**config.mk**
```make
export PLATFORM = sky130hd
export DESIGN_NAME = reg_cycle_decoder
export DESIGN_NICKNAME = d
export VERILOG_FILES = /design/src/rtl/sdmac_pkg.sv /design/src/rtl/bus_sync.sv /design/src/rtl/reg_cycle_decoder.sv
export SDC_FILE = /design/constraint.sdc
export NUM_CORES = 1
export LEC_CHECK = 0
export ABC_AREA = 1
export BUFFER_PORTS_ARGS = -buffer_cell sky130_fd_sc_hd__buf_2
export CAP_MARGIN = 15
export CORE_MARGIN = 3
export CORE_UTILIZATION = 59
export CTS_CLUSTER_SIZE = 10
export DETAILED_ROUTE_END_ITERATION = 12
export PLACE_DENSITY = 0.83
export SETUP_SLACK_MARGIN = 0.4
export SLEW_MARGIN = 20
export SYNTH_ARGS = -nofsm -noshare
export SYNTH_HDL_FRONTEND = slang
export SYNTH_SLANG_ARGS = --single-unit
```
**constraint.sdc**
```tcl
create_clock -name CLK -period 3.3 [get_ports CLK]
set_clock_uncertainty 0.15 [all_clocks]
set_input_delay 0.66 -clock CLK [delete_from_list [all_inputs] [get_ports CLK]]
set_output_delay 0.66 -clock CLK [all_outputs]
set_load 0.005 [all_outputs]
```
**src/rtl/sdmac_pkg.sv**
```systemverilog
// Shared types and constants for the SDMAC register bus-cycle decoder.
package sdmac_pkg;

  typedef enum logic [2:0] {
    IDLE,
    DECODE,
    WAIT,
    ACK,
    WD,
    TERM
  } state_e;

  localparam logic [7:0] ADR_ST_DMA  = 8'h10;
  localparam logic [7:0] ADR_FLUSH   = 8'h14;
  localparam logic [7:0] ADR_CLR_INT = 8'h18;
  localparam logic [7:0] ADR_SP_DMA  = 8'h3C;

  localparam logic [7:0] WD_BASE_DEF = 8'h40;

  function automatic int max2(input int a, input int b);
    return (a > b) ? a : b;
  endfunction

endpackage

```
**src/rtl/bus_sync.sv**
```systemverilog
// Flop-chain synchroniser for an asynchronous active-low strobe; resets to
// the inactive (high) level.
module bus_sync #(
  parameter int STAGES = 2
) (
  input  logic clk,
  input  logic rst,
  input  logic d,
  output logic q
);

  logic [STAGES-1:0] sync_q;
  logic [STAGES-1:0] sync_d;

  always_comb begin
    sync_d = {sync_q[STAGES-2:0], d};
  end

  always_ff @(posedge clk) begin
    if (rst) sync_q <= '1;
    else     sync_q <= sync_d;
  end

  assign q = sync_q[STAGES-1];

endmodule

```
**src/rtl/reg_cycle_decoder.sv**
```systemverilog
// Clocked SDMAC register decoder: one bus-cycle FSM per CPU access producing
// register strobes, action pulses, the WD33C93 window request and termination.
//
// state  | meaning
// IDLE   | waiting for a qualified AS_/DMAC_ access
// DECODE | address/direction latched, classifying the access
// WAIT   | strobe asserted, counting wait states before DSACK_
// ACK    | DSACK_ asserted, holding until AS_ is released
// WD     | SCSI window requested, waiting for WD_ACK or timeout
// TERM   | BERR_ asserted after window timeout, holding until AS_ release
module reg_cycle_decoder
  import sdmac_pkg::*;
#(
  parameter int                ADDR_W      = 8,
  parameter int                NUM_REGS    = 16,
  parameter logic [ADDR_W-1:0] WD_BASE     = ADDR_W'(WD_BASE_DEF),
  parameter int                WAIT_STATES = 1,
  parameter int                WD_TIMEOUT  = 63,
  parameter int                SYNC_STAGES = 2
) (
  input  logic                CLK,
  input  logic                RST,
  input  logic [ADDR_W-1:0]   ADDR,
  input  logic                AS_,
  input  logic                DMAC_,
  input  logic                RW,
  input  logic                DMADIR,
  input  logic                WD_ACK,
  output logic [NUM_REGS-1:0] REG_RD,
  output logic [NUM_REGS-1:0] REG_WR,
  output logic                ST_DMA,
  output logic                SP_DMA,
  output logic                CLR_INT,
  output logic                FLUSH,
  output logic                WDREGREQ,
  output logic                DSACK_,
  output logic                BERR_
);

  localparam int CNT_W  = $clog2(max2(WD_TIMEOUT, WAIT_STATES) + 1);
  localparam int FILL_W = $clog2(SYNC_STAGES + 1);
  localparam int IDX_W  = ADDR_W - 2;

  logic as_s;
  logic dmac_s;

  bus_sync #(.STAGES(SYNC_STAGES)) u_sync_as (
    .clk (CLK),
    .rst (RST),
    .d   (AS_),
    .q   (as_s)
  );

  bus_sync #(.STAGES(SYNC_STAGES)) u_sync_dmac (
    .clk (CLK),
    .rst (RST),
    .d   (DMAC_),
    .q   (dmac_s)
  );

  state_e              state_q, state_d;
  logic [CNT_W-1:0]    cnt_q, cnt_d;
  logic [ADDR_W-1:0]   addr_q, addr_d;
  logic                rw_q, rw_d;
  logic                armed_q, armed_d;
  logic [FILL_W-1:0]   fill_q, fill_d;
  logic [NUM_REGS-1:0] reg_rd_q, reg_rd_d;
  logic [NUM_REGS-1:0] reg_wr_q, reg_wr_d;
  logic                st_dma_q, st_dma_d;
  logic                sp_dma_q, sp_dma_d;
  logic                clr_int_q, clr_int_d;
  logic                flush_q, flush_d;
  logic                wdreq_q, wdreq_d;
  logic                dsack_n_q, dsack_n_d;
  logic                berr_n_q, berr_n_d;

  logic [IDX_W-1:0] idx;
  logic             fill_done;
  logic             valid;
  logic             go_idle;

  assign idx = addr_q[ADDR_W-1:2];
  // The synchroniser output only reflects a real AS_ sample once the chain
  // has refilled after reset; until then its reset "high" must not arm us.
  assign fill_done = (fill_q == FILL_W'(SYNC_STAGES));
  assign valid     = ~as_s & ~dmac_s & armed_q;

  always_comb begin
    state_d   = state_q;
    cnt_d     = cnt_q;
    addr_d    = addr_q;
    rw_d      = rw_q;
    armed_d   = armed_q | (as_s & fill_done);
    fill_d    = fill_done ? fill_q : fill_q + FILL_W'(1);
    reg_rd_d  = reg_rd_q;
    reg_wr_d  = reg_wr_q;
    st_dma_d  = 1'b0;
    sp_dma_d  = 1'b0;
    clr_int_d = 1'b0;
    flush_d   = 1'b0;
    wdreq_d   = wdreq_q;
    dsack_n_d = dsack_n_q;
    berr_n_d  = berr_n_q;
    go_idle   = 1'b0;

    case (state_q)
      IDLE: begin
        if (valid) begin
          addr_d  = ADDR;
          rw_d    = RW;
          state_d = DECODE;
        end
      end
      DECODE: begin
        if (as_s) begin
          go_idle = 1'b1;
        end else if (addr_q >= WD_BASE) begin
          wdreq_d = 1'b1;
          cnt_d   = CNT_W'(WD_TIMEOUT - 1);
          state_d = WD;
        end else begin
          if (addr_q[1:0] == 2'b00 && 32'(idx) < NUM_REGS) begin
            if (rw_q) reg_rd_d = NUM_REGS'(1) << idx;
            else      reg_wr_d = NUM_REGS'(1) << idx;
          end
          st_dma_d  = (addr_q == ADDR_W'(ADR_ST_DMA));
          flush_d   = (addr_q == ADDR_W'(ADR_FLUSH)) & DMADIR;
          clr_int_d = (addr_q == ADDR_W'(ADR_CLR_INT));
          sp_dma_d  = (addr_q == ADDR_W'(ADR_SP_DMA));
          cnt_d     = CNT_W'(WAIT_STATES);
          state_d   = WAIT;
        end
      end
      WAIT: begin
        if (as_s) begin
          go_idle = 1'b1;
        end else if (cnt_q == '0) begin
          dsack_n_d = 1'b0;
          state_d   = ACK;
        end else begin
          cnt_d = cnt_q - CNT_W'(1);
        end
      end
      WD: begin
        // Abort beats completion, and a late WD_ACK still beats the timeout.
        if (as_s) begin
          go_idle = 1'b1;
        end else if (WD_ACK) begin
          dsack_n_d = 1'b0;
          state_d   = ACK;
        end else if (cnt_q == '0) begin
          berr_n_d = 1'b0;
          wdreq_d  = 1'b0;
          state_d  = TERM;
        end else begin
          cnt_d = cnt_q - CNT_W'(1);
        end
      end
      ACK, TERM: begin
        if (as_s) go_idle = 1'b1;
      end
      default: begin
        go_idle = 1'b1;
      end
    endcase

    if (go_idle) begin
      state_d   = IDLE;
      cnt_d     = '0;
      reg_rd_d  = '0;
      reg_wr_d  = '0;
      wdreq_d   = 1'b0;
      dsack_n_d = 1'b1;
      berr_n_d  = 1'b1;
    end
  end

  always_ff @(posedge CLK) begin
    if (RST) begin
      state_q   <= IDLE;
      cnt_q     <= '0;
      addr_q    <= '0;
      rw_q      <= 1'b0;
      armed_q   <= 1'b0;
      fill_q    <= '0;
      reg_rd_q  <= '0;
      reg_wr_q  <= '0;
      st_dma_q  <= 1'b0;
      sp_dma_q  <= 1'b0;
      clr_int_q <= 1'b0;
      flush_q   <= 1'b0;
      wdreq_q   <= 1'b0;
      dsack_n_q <= 1'b1;
      berr_n_q  <= 1'b1;
    end else begin
      state_q   <= state_d;
      cnt_q     <= cnt_d;
      addr_q    <= addr_d;
      rw_q      <= rw_d;
      armed_q   <= armed_d;
      fill_q    <= fill_d;
      reg_rd_q  <= reg_rd_d;
      reg_wr_q  <= reg_wr_d;
      st_dma_q  <= st_dma_d;
      sp_dma_q  <= sp_dma_d;
      clr_int_q <= clr_int_d;
      flush_q   <= flush_d;
      wdreq_q   <= wdreq_d;
      dsack_n_q <= dsack_n_d;
      berr_n_q  <= berr_n_d;
    end
  end

  assign REG_RD   = reg_rd_q;
  assign REG_WR   = reg_wr_q;
  assign ST_DMA   = st_dma_q;
  assign SP_DMA   = sp_dma_q;
  assign CLR_INT  = clr_int_q;
  assign FLUSH    = flush_q;
  assign WDREGREQ = wdreq_q;
  assign DSACK_   = dsack_n_q;
  assign BERR_    = berr_n_q;

endmodule

```
==> results of run 1 <==
==> metrics by stage <==
stage | hold slack, ns | power [mW] | cells
finish | 0.2651 | 2.182 | 546
floorplan | 0.2395 | 1.276 | 423
global placement | 0.2410 | 1.374 | 530
CTS | 0.2648 | 2.188 | 546
global route | 0.2706 | 2.322 | 546
detailed placement | 0.2493 | 1.385 | 530
==> area by class of cell <==
class	count	share of cell area, %
multi-input combinational	307	40.86
sequential	64	37.43
timing repair buffer	55	8.187
inverter	39	4.276
clock buffer	11	3.838
clock inverter	5	3.034
tap	65	2.376
==> registers in the layout, indices dropped and copies added (netlist names), 2 cells and up <==
signal              flops
addr_q                  8
u_sync_dmac.sync_q      2
u_sync_as.sync_q        2
cnt_q                   6
REG_WR                 16
fill_q                  2
state_q                 3
REG_RD                 16
==> how the worst max path moves through the flow <==
stage / depth (start not counted) / startpoint / endpoint
finish: 7 / state_q[2] / REG_WR[2]
global route: 7 / state_q[2] / REG_WR[0]
CTS: 7 / state_q[2] / REG_WR[2]
detailed placement: 4 / RST / REG_WR[0]
global placement: 5 / RST / cnt_q[2]
floorplan: 8 / u_sync_as.sync_q[1] / REG_RD[5]
==> worst max-delay path: stages (launching register included) <==
cell      delay, ns
dfxtp_1        0.42
clkinv_1       0.11
nand2_2        0.07
nor2_2         0.11
inv_2          0.07
a21oi_4        0.73
o21ai_0        0.23
nor2_1         0.14
==> power breakdown <==
| group | leakage (nW) | switching, mW | internal [mW] |
|---|---|---|---|
| logic | 1.14 | 0.326 | 0.178 |
| clock network | 0.118 | 0.305 | 0.504 |
| registers | 0.518 | 0.0415 | 0.828 |
==> kinds of logic after synthesis <==
family	Yosys count	synth area share (%)
AO/OA/AOI/OAI	50	9.087
adder cells (fa/ha/maj)	3	1.292
flip-flops	64	44.10
AND/OR/NAND/NOR	252	37.17
buffers and inverters	52	7.752
XOR/XNOR	2	0.6030
==> layer usage <==
metal	vias up	track usage [%]	share of wire, %
met3	10	7.447	6.2
met4	0	10.69	1.7
met2	104	36.79	44
met5	-	0	0
li1	1429	-	-
met1	1236	30.45	48
==> synthesized netlist by cell type, types with 2 or more instances <==
cell / instances / share of area [%]
a21oi_1: 12 / 2.1
buf_2: 6 / 1.0
buf_4: 4 / 1.0
clkbuf_1: 2 / 0.26
clkinv_1: 2 / 0.26
dfxtp_1: 64 / 44
ha_1: 3 / 1.3
inv_1: 31 / 4.0
inv_2: 6 / 0.78
nand2_1: 85 / 11
nand2_2: 2 / 0.43
nand3_1: 15 / 2.6
nand4_1: 2 / 0.43
nor2_1: 128 / 17
nor2_2: 4 / 0.86
nor3_4: 4 / 2.2
o21ai_0: 21 / 3.6
o21ai_1: 15 / 2.6
or2_2: 5 / 1.1
xor2_1: 2 / 0.60
==> impl_metrics.json, run 1 <==
{
  "slew_violations": 0,
  "fmax_mhz": 472.4,
  "cts-resized-gates": 0,
  "cts_inserted_buffers": 9,
  "vias": 2779,
  "multi_input_area_um2": 1399,
  "drive_gt1_share_pct": 19.54,
  "die_area_um2": 5802,
  "synthesis.area_um2": 2905,
  "dp_slack_ns": 1.171,
  "detail-route-antenna-nets": 0,
  "clkLatencyLatePin_ns": 0.34,
  "hold_depth": 1,
  "hold_viol": 0,
  "rows": 24,
  "max_slew_margin_pct": 37.97,
  "ys_warn_count": 0,
  "avgSynthCellArea_um2": 6.868,
  "async_flop_share_pct": 0,
  "final_common_cell": "nor2_1",
  "reg2reg_to": "REG_WR[2]",
  "layout_setup_ws_ns": 1.183,
  "design_area_um2": 3423,
  "setup_viol": 0,
  "num_antenna_cells": 0,
  "final_util_pct": 75.00,
  "ir_drop_v": 0.0004521,
  "grt_pass1_wl_um": 11250,
  "final_cell_mix": "128 x nor2_1, 85 x nand2_1, 64 x dfxtp_1",
  "startpoint_type": "flop",
  "worstHoldStart": "u_sync_dmac.sync_q[0]",
  "initial_core_util_pct": 63.65,
  "max_cap_violations": 0,
  "power_leakage_nw": 1.779,
  "reg2reg_slack_ns": 1.18,
  "post_cts_buffers": 0,
  "drtIter0Drc": 160,
  "routed_wl_um": 6414,
  "port_buffers": 53,
  "worstPathArrival_ns": 2.24,
  "cts.htree.levels": 3,
  "synth_nets": 441,
  "grt-ovfl-total": 0,
  "syn_inst": 423,
  "crit_required_ns": 3.42,
  "reg2reg_from": "state_q[2]",
  "min_path_type": "flop to flop",
  "clock_path_buffers": 2,
  "hpwl_um": 4543,
  "area_delta_synth_final_pct": 17.83,
  "final_nets": 494,
  "tritoncts": "done",
  "vias_per_cell": 5.090,
  "n_fill_cell": 381,
  "dr.pass1.iters": 5,
  "timing.final.crit_share_pct": 64.14,
  "rsz0062_at_grt": "false",
  "p_per_area_nw_per_um2": 637.3,
  "synth_edf_count": 0,
  "tns_ns": 0,
  "coreArea_um2": 4564,
  "gr-usage-all-layers_pct": 23.77,
  "wl_per_cell_um": 11.75,
  "grt_pass1_vias": 2554,
  "hold_path_end": "u_sync_dmac.sync_q[1]",
  "cts_sinks": 64,
  "synth_flop_cell": "dfxtp_1",
  "yosysSeqAreaShare_pct": 44.10,
  "placed_area_um2": 3188,
  "ys_ff_latch": 64,
  "clkTransAtPathRegs_ns": 0.07,
  "min_period_ns": 2.117,
  "antenna_found_initial": 0,
  "tightestPinTransition_ns": 0.9284,
  "ios": 54,
  "fp.dieW_um": 76.17,
  "cts_root_buf": "clkbuf_8",
  "critPathMaxFanout": 42,
  "route.detailed.drc": 0,
  "cts.hold.buffers_added": 0,
  "status": "complete, no violations",
  "worstSetupEndpointType": "flop",
  "place.gp.congestion": 0.9053,
  "fp.dieH_um": 76.17,
  "reg2reg_depth": 7,
  "path_class": "flop to flop",
  "grt_start_max_net_pins": 43,
  "seqCellArea_um2": 1281,
  "ys_types": 30
}
(Power assumes the default switching activity.)
==> run 2, diff against run 1 <==
--- a/config.mk
+++ b/config.mk
@@ -9,10 +9,10 @@
 export BUFFER_PORTS_ARGS = -buffer_cell sky130_fd_sc_hd__buf_2
 export CAP_MARGIN = 15
 export CORE_MARGIN = 3
-export CORE_UTILIZATION = 59
+export CORE_UTILIZATION = 55
 export CTS_CLUSTER_SIZE = 10
 export DETAILED_ROUTE_END_ITERATION = 12
-export PLACE_DENSITY = 0.83
+export PLACE_DENSITY = 0.78
 export SETUP_SLACK_MARGIN = 0.4
 export SLEW_MARGIN = 20
 export SYNTH_ARGS = -nofsm -noshare
==> constraint.sdc (replaced) <==
create_clock -name CLK -period 2.1 [get_ports CLK]
set_clock_uncertainty 0.15 [all_clocks]
set_input_delay 0.42 -clock CLK [delete_from_list [all_inputs] [get_ports CLK]]
set_output_delay 0.42 -clock CLK [all_outputs]
set_load 0.005 [all_outputs]
==> impl_metrics.json, run 2 (same netlist as run 1, synthesis figures left out) <==
{
  "num_antenna_cells": 0,
  "crit_path_top_delay_cell": "dfxtp_4",
  "critical_path.top_delay_family": "simple AND/OR/NAND/NOR gates",
  "die_area_um2": 6191,
  "clkTransAtPathRegs_ns": 0.07,
  "reg2reg_from": "state_q[2]",
  "tns_ns": 0,
  "clkLatencyLatePin_ns": 0.33,
  "cts.hold.buffers_added": 0,
  "hold_viol": 0,
  "status": "complete, no violations",
  "vias": 2762,
  "rows": 25,
  "grt_pass1_wl_um": 11740,
  "crit_buf_inv": 0,
  "dr.pass1.iters": 4,
  "worstSetupEndpointType": "flop",
  "coreArea_um2": 4911,
  "timing.final.crit_share_pct": 74.22,
  "setup_viol": 0,
  "min_path_type": "input port to flop",
  "min_period_ns": 1.559,
  "cts_sinks": 64,
  "power_mw": 3.253,
  "seqCellArea_um2": 1287,
  "drtIter0Drc": 115,
  "final_nets": 498,
  "area_delta_synth_final_pct": 19.42,
  "n_fill_cell": 430,
  "port_buffers": 53,
  "drive_gt1_share_pct": 23.30,
  "route.detailed.drc": 0,
  "critPathMaxFanout": 9,
  "hold_path_end": "u_sync_dmac.sync_q[0]",
  "gr-usage-all-layers_pct": 23.32,
  "crit_path_frequent_cell": "nor2_1",
  "reg2reg_slack_ns": 0.54,
  "grt_pass1_vias": 2697,
  "routed_wl_um": 6539,
  "path_class": "flop to flop",
  "wl_per_cell_um": 11.85,
  "hpwl_um": 4726,
  "fp.dieW_um": 78.68,
  "detail-route-antenna-nets": 0,
  "worstHoldStart": "DMAC_",
  "hold_depth": 2,
  "tightestPinTransition_ns": 0.4041,
  "antenna_found_initial": 0,
  "worstPathArrival_ns": 1.64,
  "cts.htree.levels": 3,
  "reg2reg_to": "cnt_q[1]",
  "fmax_mhz": 641.6,
  "rsz0062_at_grt": "false",
  "clock_path_buffers": 2,
  "crit_chain": "nand2_1, nand2_1, nor2_2, nor2_1, nor2_2, nand3_2, nor2_1, nor2_1",
  "vias_per_cell": 5.004,
  "max_stage_delay_ns": 0.38,
  "grt_start_max_net_pins": 26,
  "final_cell_mix": "124 x nor2_1, 83 x nand2_1, 61 x dfxtp_1",
  "max_cap_violations": 0,
  "multi_input_area_um2": 1439,
  "fp.dieH_um": 78.68,
  "tritoncts": "done",
  "cts_inserted_buffers": 9,
  "crit_required_ns": 2.18,
  "reg2reg_depth": 8,
  "initial_core_util_pct": 59.16,
  "final_common_cell": "nor2_1",
  "power_leakage_nw": 1.798,
  "startpoint_type": "flop",
  "cp.depth": 8,
  "slew_violations": 0,
  "grt-ovfl-total": 0,
  "place.gp.congestion": 0.8699,
  "ios": 54,
  "p_per_area_nw_per_um2": 937.7,
  "ir_drop_v": 0.0006047,
  "max_slew_margin_pct": 73.03,
  "cts_root_buf": "clkbuf_8"
}
-- run 2: through the flow --
step / cell area [µm²] / instances / util (%) / hold WS [ns] / setup WS, ns
finish: 3470 / 552 / 70.65 / 0.1210 / 0.5413
detailed placement: 3213 / 535 / 65.43 / 0.2429 / 0.3557
global placement: 3213 / 535 / 65.43 / 0.2419 / 0.3873
global route: 3470 / 552 / 70.65 / 0.1139 / 0.3712
CTS: 3415 / 551 / 69.53 / 0.1102 / 0.4176
floorplan: 2905 / 423 / - / 0.2395 / 0.5734
-- run 2: metal layers --
layer	share of wire, %	global-route usage [%]	up-vias
li1	-	-	1427
met1	48	31.07	1258
met2	45	36.67	65
met3	5.2	4.472	12
met4	1.7	10.31	0
met5	0	0	-
-- run 2: final cells by class --
type,instances,share of cell area (%)
multi-input cells,307,41.47
repair buffers,59,9.160
well taps,67,2.416
clock buffers,9,3.570
inverters,39,4.219
flip-flops and latches,64,37.11
clock inverters,7,2.056
-- run 2: worst register-to-register path, stage by stage (launching register included) --
cell     delay [ns]
dfxtp_4        0.38
nand2_1        0.13
nand2_1        0.10
nor2_2         0.14
nor2_1         0.07
nor2_2         0.16
nand3_2        0.14
nor2_1         0.13
nor2_1         0.05
-- run 2: repair_timing --
item                       4_1_cts  5_1_grt
pin swaps                        0        1
setup endpoints to repair        9       47
resized for setup                2       16
buffers inserted                 0        1
-- run 2: worst max-delay path by stage --
| stage | slack, ns | startpoint | to |
|---|---|---|---|
| 5_1_grt | 0.37 | state_q[2] | cnt_q[4] |
| 3_3_place_gp | 0.39 | cnt_q[0] | state_q[2] |
| 6_report | 0.54 | state_q[2] | cnt_q[1] |
| 4_1_cts | 0.42 | cnt_q[0] | state_q[2] |
| 3_5_place_dp | 0.36 | cnt_q[0] | state_q[2] |
| 2_1_floorplan | 0.57 | u_sync_as.sync_q[1] | REG_RD[5] |
-- run 2: power breakdown --
group	internal (mW)	switching [mW]	leakage, nW
Clock	0.549	0.477	0.103
Sequential	1.30	0.0663	0.520
Combinational	0.307	0.549	1.17
Total	2.16	1.09	1.80
==> run 3, diff against run 2 <==
--- a/config.mk
+++ b/config.mk
@@ -9,10 +9,10 @@
 export BUFFER_PORTS_ARGS = -buffer_cell sky130_fd_sc_hd__buf_2
 export CAP_MARGIN = 15
 export CORE_MARGIN = 3
-export CORE_UTILIZATION = 55
+export CORE_UTILIZATION = 50
 export CTS_CLUSTER_SIZE = 10
 export DETAILED_ROUTE_END_ITERATION = 12
-export PLACE_DENSITY = 0.78
+export PLACE_DENSITY = 0.75
 export SETUP_SLACK_MARGIN = 0.4
 export SLEW_MARGIN = 20
 export SYNTH_ARGS = -nofsm -noshare
==> constraint.sdc (replaced) <==
create_clock -name CLK -period 1.4 [get_ports CLK]
set_clock_uncertainty 0.15 [all_clocks]
set_input_delay 0.28 -clock CLK [delete_from_list [all_inputs] [get_ports CLK]]
set_output_delay 0.28 -clock CLK [all_outputs]
set_load 0.005 [all_outputs]
==> impl_metrics.json, run 3 (same netlist as run 1, synthesis figures left out) <==
{
  "crit_buf_inv": 5,
  "timing.final.crit_share_pct": 115.0,
  "initial_core_util_pct": 52.12,
  "layout_setup_ws_ns": -0.2107,
  "violations": "negative hold slack, negative setup slack",
  "use_met3_pct": 6.508,
  "place.gp.congestion": 0.8709,
  "num_antenna_cells": 0,
  "cts_inserted_buffers": 9,
  "clkTransAtPathRegs_ns": 0.07,
  "cts_sinks": 64,
  "worstPathArrival_ns": 1.73,
  "vias": 3127,
  "min_period_ns": 1.611,
  "fp.dieW_um": 82.23,
  "rows": 27,
  "wl_per_cell_um": 13.84,
  "placed_area_um2": 3538,
  "crit_path_top_delay_cell": "dfxtp_2",
  "cts_root_buf": "clkbuf_8",
  "setup_viol": 55,
  "dp_slack_ns": -0.1714,
  "final_nets": 544,
  "critPathMaxFanout": 6,
  "coreArea_um2": 5574,
  "clkLatencyLatePin_ns": 0.34,
  "drive_gt1_share_pct": 48.40,
  "top_usage_layer": "met2",
  "min_path_type": "input port to flop",
  "rsz0062_at_grt": "true",
  "n_fill_cell": 353,
  "crit_path_frequent_cell": "buf_12",
  "grt_start_max_net_pins": 18,
  "p_clk_share_pct": 28.4,
  "status": "finished, violations left",
  "startpoint_type": "flop",
  "area_delta_synth_final_pct": 54.48,
  "ir_drop_v": 0.0009902,
  "max_cap_violations": 0,
  "gr-usage-all-layers_pct": 23.98,
  "final_common_cell": "nor2_1",
  "grt_pass1_wl_um": 12580,
  "route.detailed.drc": 0,
  "cts.htree.levels": 3,
  "grtUsageMet1_pct": 31.17,
  "detail-route-antenna-nets": 0,
  "p_comb_share_pct": 35.7,
  "p_per_area_nw_per_um2": 1302,
  "p_int_mw": 3.876,
  "port_buffers": 53,
  "crit_required_ns": 1.52,
  "critical_path.top_delay_family": "buffers and inverters",
  "ios": 54,
  "cts.hold.buffers_added": 4,
  "power_leakage_nw": 2.152,
  "worstSetupEndpointType": "flop",
  "tightestPinTransition_ns": 0.3702,
  "max_slew_margin_pct": 75.13,
  "max_stage_delay_ns": 0.36,
  "grt-ovfl-total": 0,
  "power_frac_seq_pct": 35.9,
  "antenna_found_initial": 0,
  "crit_chain": "buf_4, inv_1, nand2_1, a21oi_4, buf_12, buf_12, clkbuf_16, nand2_4, nor2_1",
  "hold_viol": 2,
  "die_area_um2": 6761,
  "tritoncts": "done",
  "fmax_mhz": 620.9,
  "grt_pass1_vias": 2821,
  "fp.dieH_um": 82.23,
  "clock_path_buffers": 2,
  "switching_share_pct": 33.66,
  "design_area_um2": 4488,
  "p_sw_mw": 1.967,
  "path_class": "flop to flop",
  "vias_per_cell": 5.186,
  "drtIter0Drc": 187,
  "final_cell_mix": "101 x nor2_1, 67 x nand2_1, 38 x dfxtp_2",
  "met2_usage_pct": 38.62,
  "whs_ns": -0.03177,
  "hpwl_um": 4941,
  "routed_wl_um": 8344,
  "slew_violations": 0,
  "dr.pass1.iters": 5
}
-- run 3: changes by cell type in the layout (fill, tap and decap cells not counted), sizes merged --
| cell | change |
|---|---|
| buf | +39 |
| clkbuf | +5 |
| clkinv | -4 |
| clkinvlp | +1 |
| dlygate4sd3 | +4 |
| inv | +1 |
-- run 3: metrics by stage --
stage	power, mW	std cells	hold slack [ns]	utilization, %	TNS, ns
global placement	3.546	565	0.2422	63.48	-4.477
detailed placement	3.588	565	0.2475	63.48	-6.283
CTS	5.449	599	-0.04077	73.87	-4.161
global route	6.154	603	-0.02869	80.52	-10.58
finish	5.843	603	-0.03177	80.52	-6.600
floorplan	3.175	423	0.1967	-	-1.252
-- run 3: layout make-up --
class                           instances  area [µm²]  share of cell area [%]
Clock buffer                           12       155.1                   3.457
Clock inverter                          4       51.30                   1.143
Inverter                               39       167.7                   3.736
Multi-Input combinational cell        307        1692                   37.69
Sequential cell                        64        1340                   29.86
Tap cell                               72       90.09                   2.007
Timing Repair Buffer                  104       985.9                   21.97
Timing Repair inverter                  1       6.256                  0.1394
-- run 3: power by group through the flow --
stage | logic [mW] | clock network [mW] | registers [mW]
2_1_floorplan | 1.09 | 0 | 2.09
3_3_place_gp | 1.45 | 0 | 2.09
3_5_place_dp | 1.49 | 0 | 2.10
4_1_cts | 1.70 | 1.67 | 2.08
5_1_grt | 2.28 | 1.77 | 2.11
6_report | 2.08 | 1.66 | 2.10
-- run 3: routing by layer --
| layer | up-vias | routed length [µm] |
|---|---|---|
| li1 | 1536 | - |
| met1 | 1441 | 3511 |
| met2 | 137 | 4217 |
| met3 | 13 | 523 |
| met4 | 0 | 91 |
| met5 | - | 0 |
-- run 3: path summary, 6_finish.rpt --
kind | start | depth (start not counted) | slack (ns) | endpoint
max | u_sync_as.sync_q[1] | 9 | -0.21 | cnt_q[1]
max reg2reg | u_sync_as.sync_q[1] | 9 | -0.21 | cnt_q[1]
min reg2reg | u_sync_dmac.sync_q[0] | 1 | 0.27 | u_sync_dmac.sync_q[1]
min | AS_ | 2 | -0.03 | u_sync_as.sync_q[0]
-- run 3: worst reg2reg max path, cell delays in order, from the launching register on --
cell	delay, ns
dfxtp_2	0.36
buf_4	0.16
inv_1	0.05
nand2_1	0.08
a21oi_4	0.18
buf_12	0.14
buf_12	0.12
clkbuf_16	0.15
nand2_4	0.04
nor2_1	0.11
-- run 3: timing repair --
item	4_1_cts	5_1_grt
buffers inserted	11	2
setup endpoints to repair	97	99
gates cloned	3	2
hold endpoints to repair	6	2
gates resized for setup	81	74
pin swaps	19	14
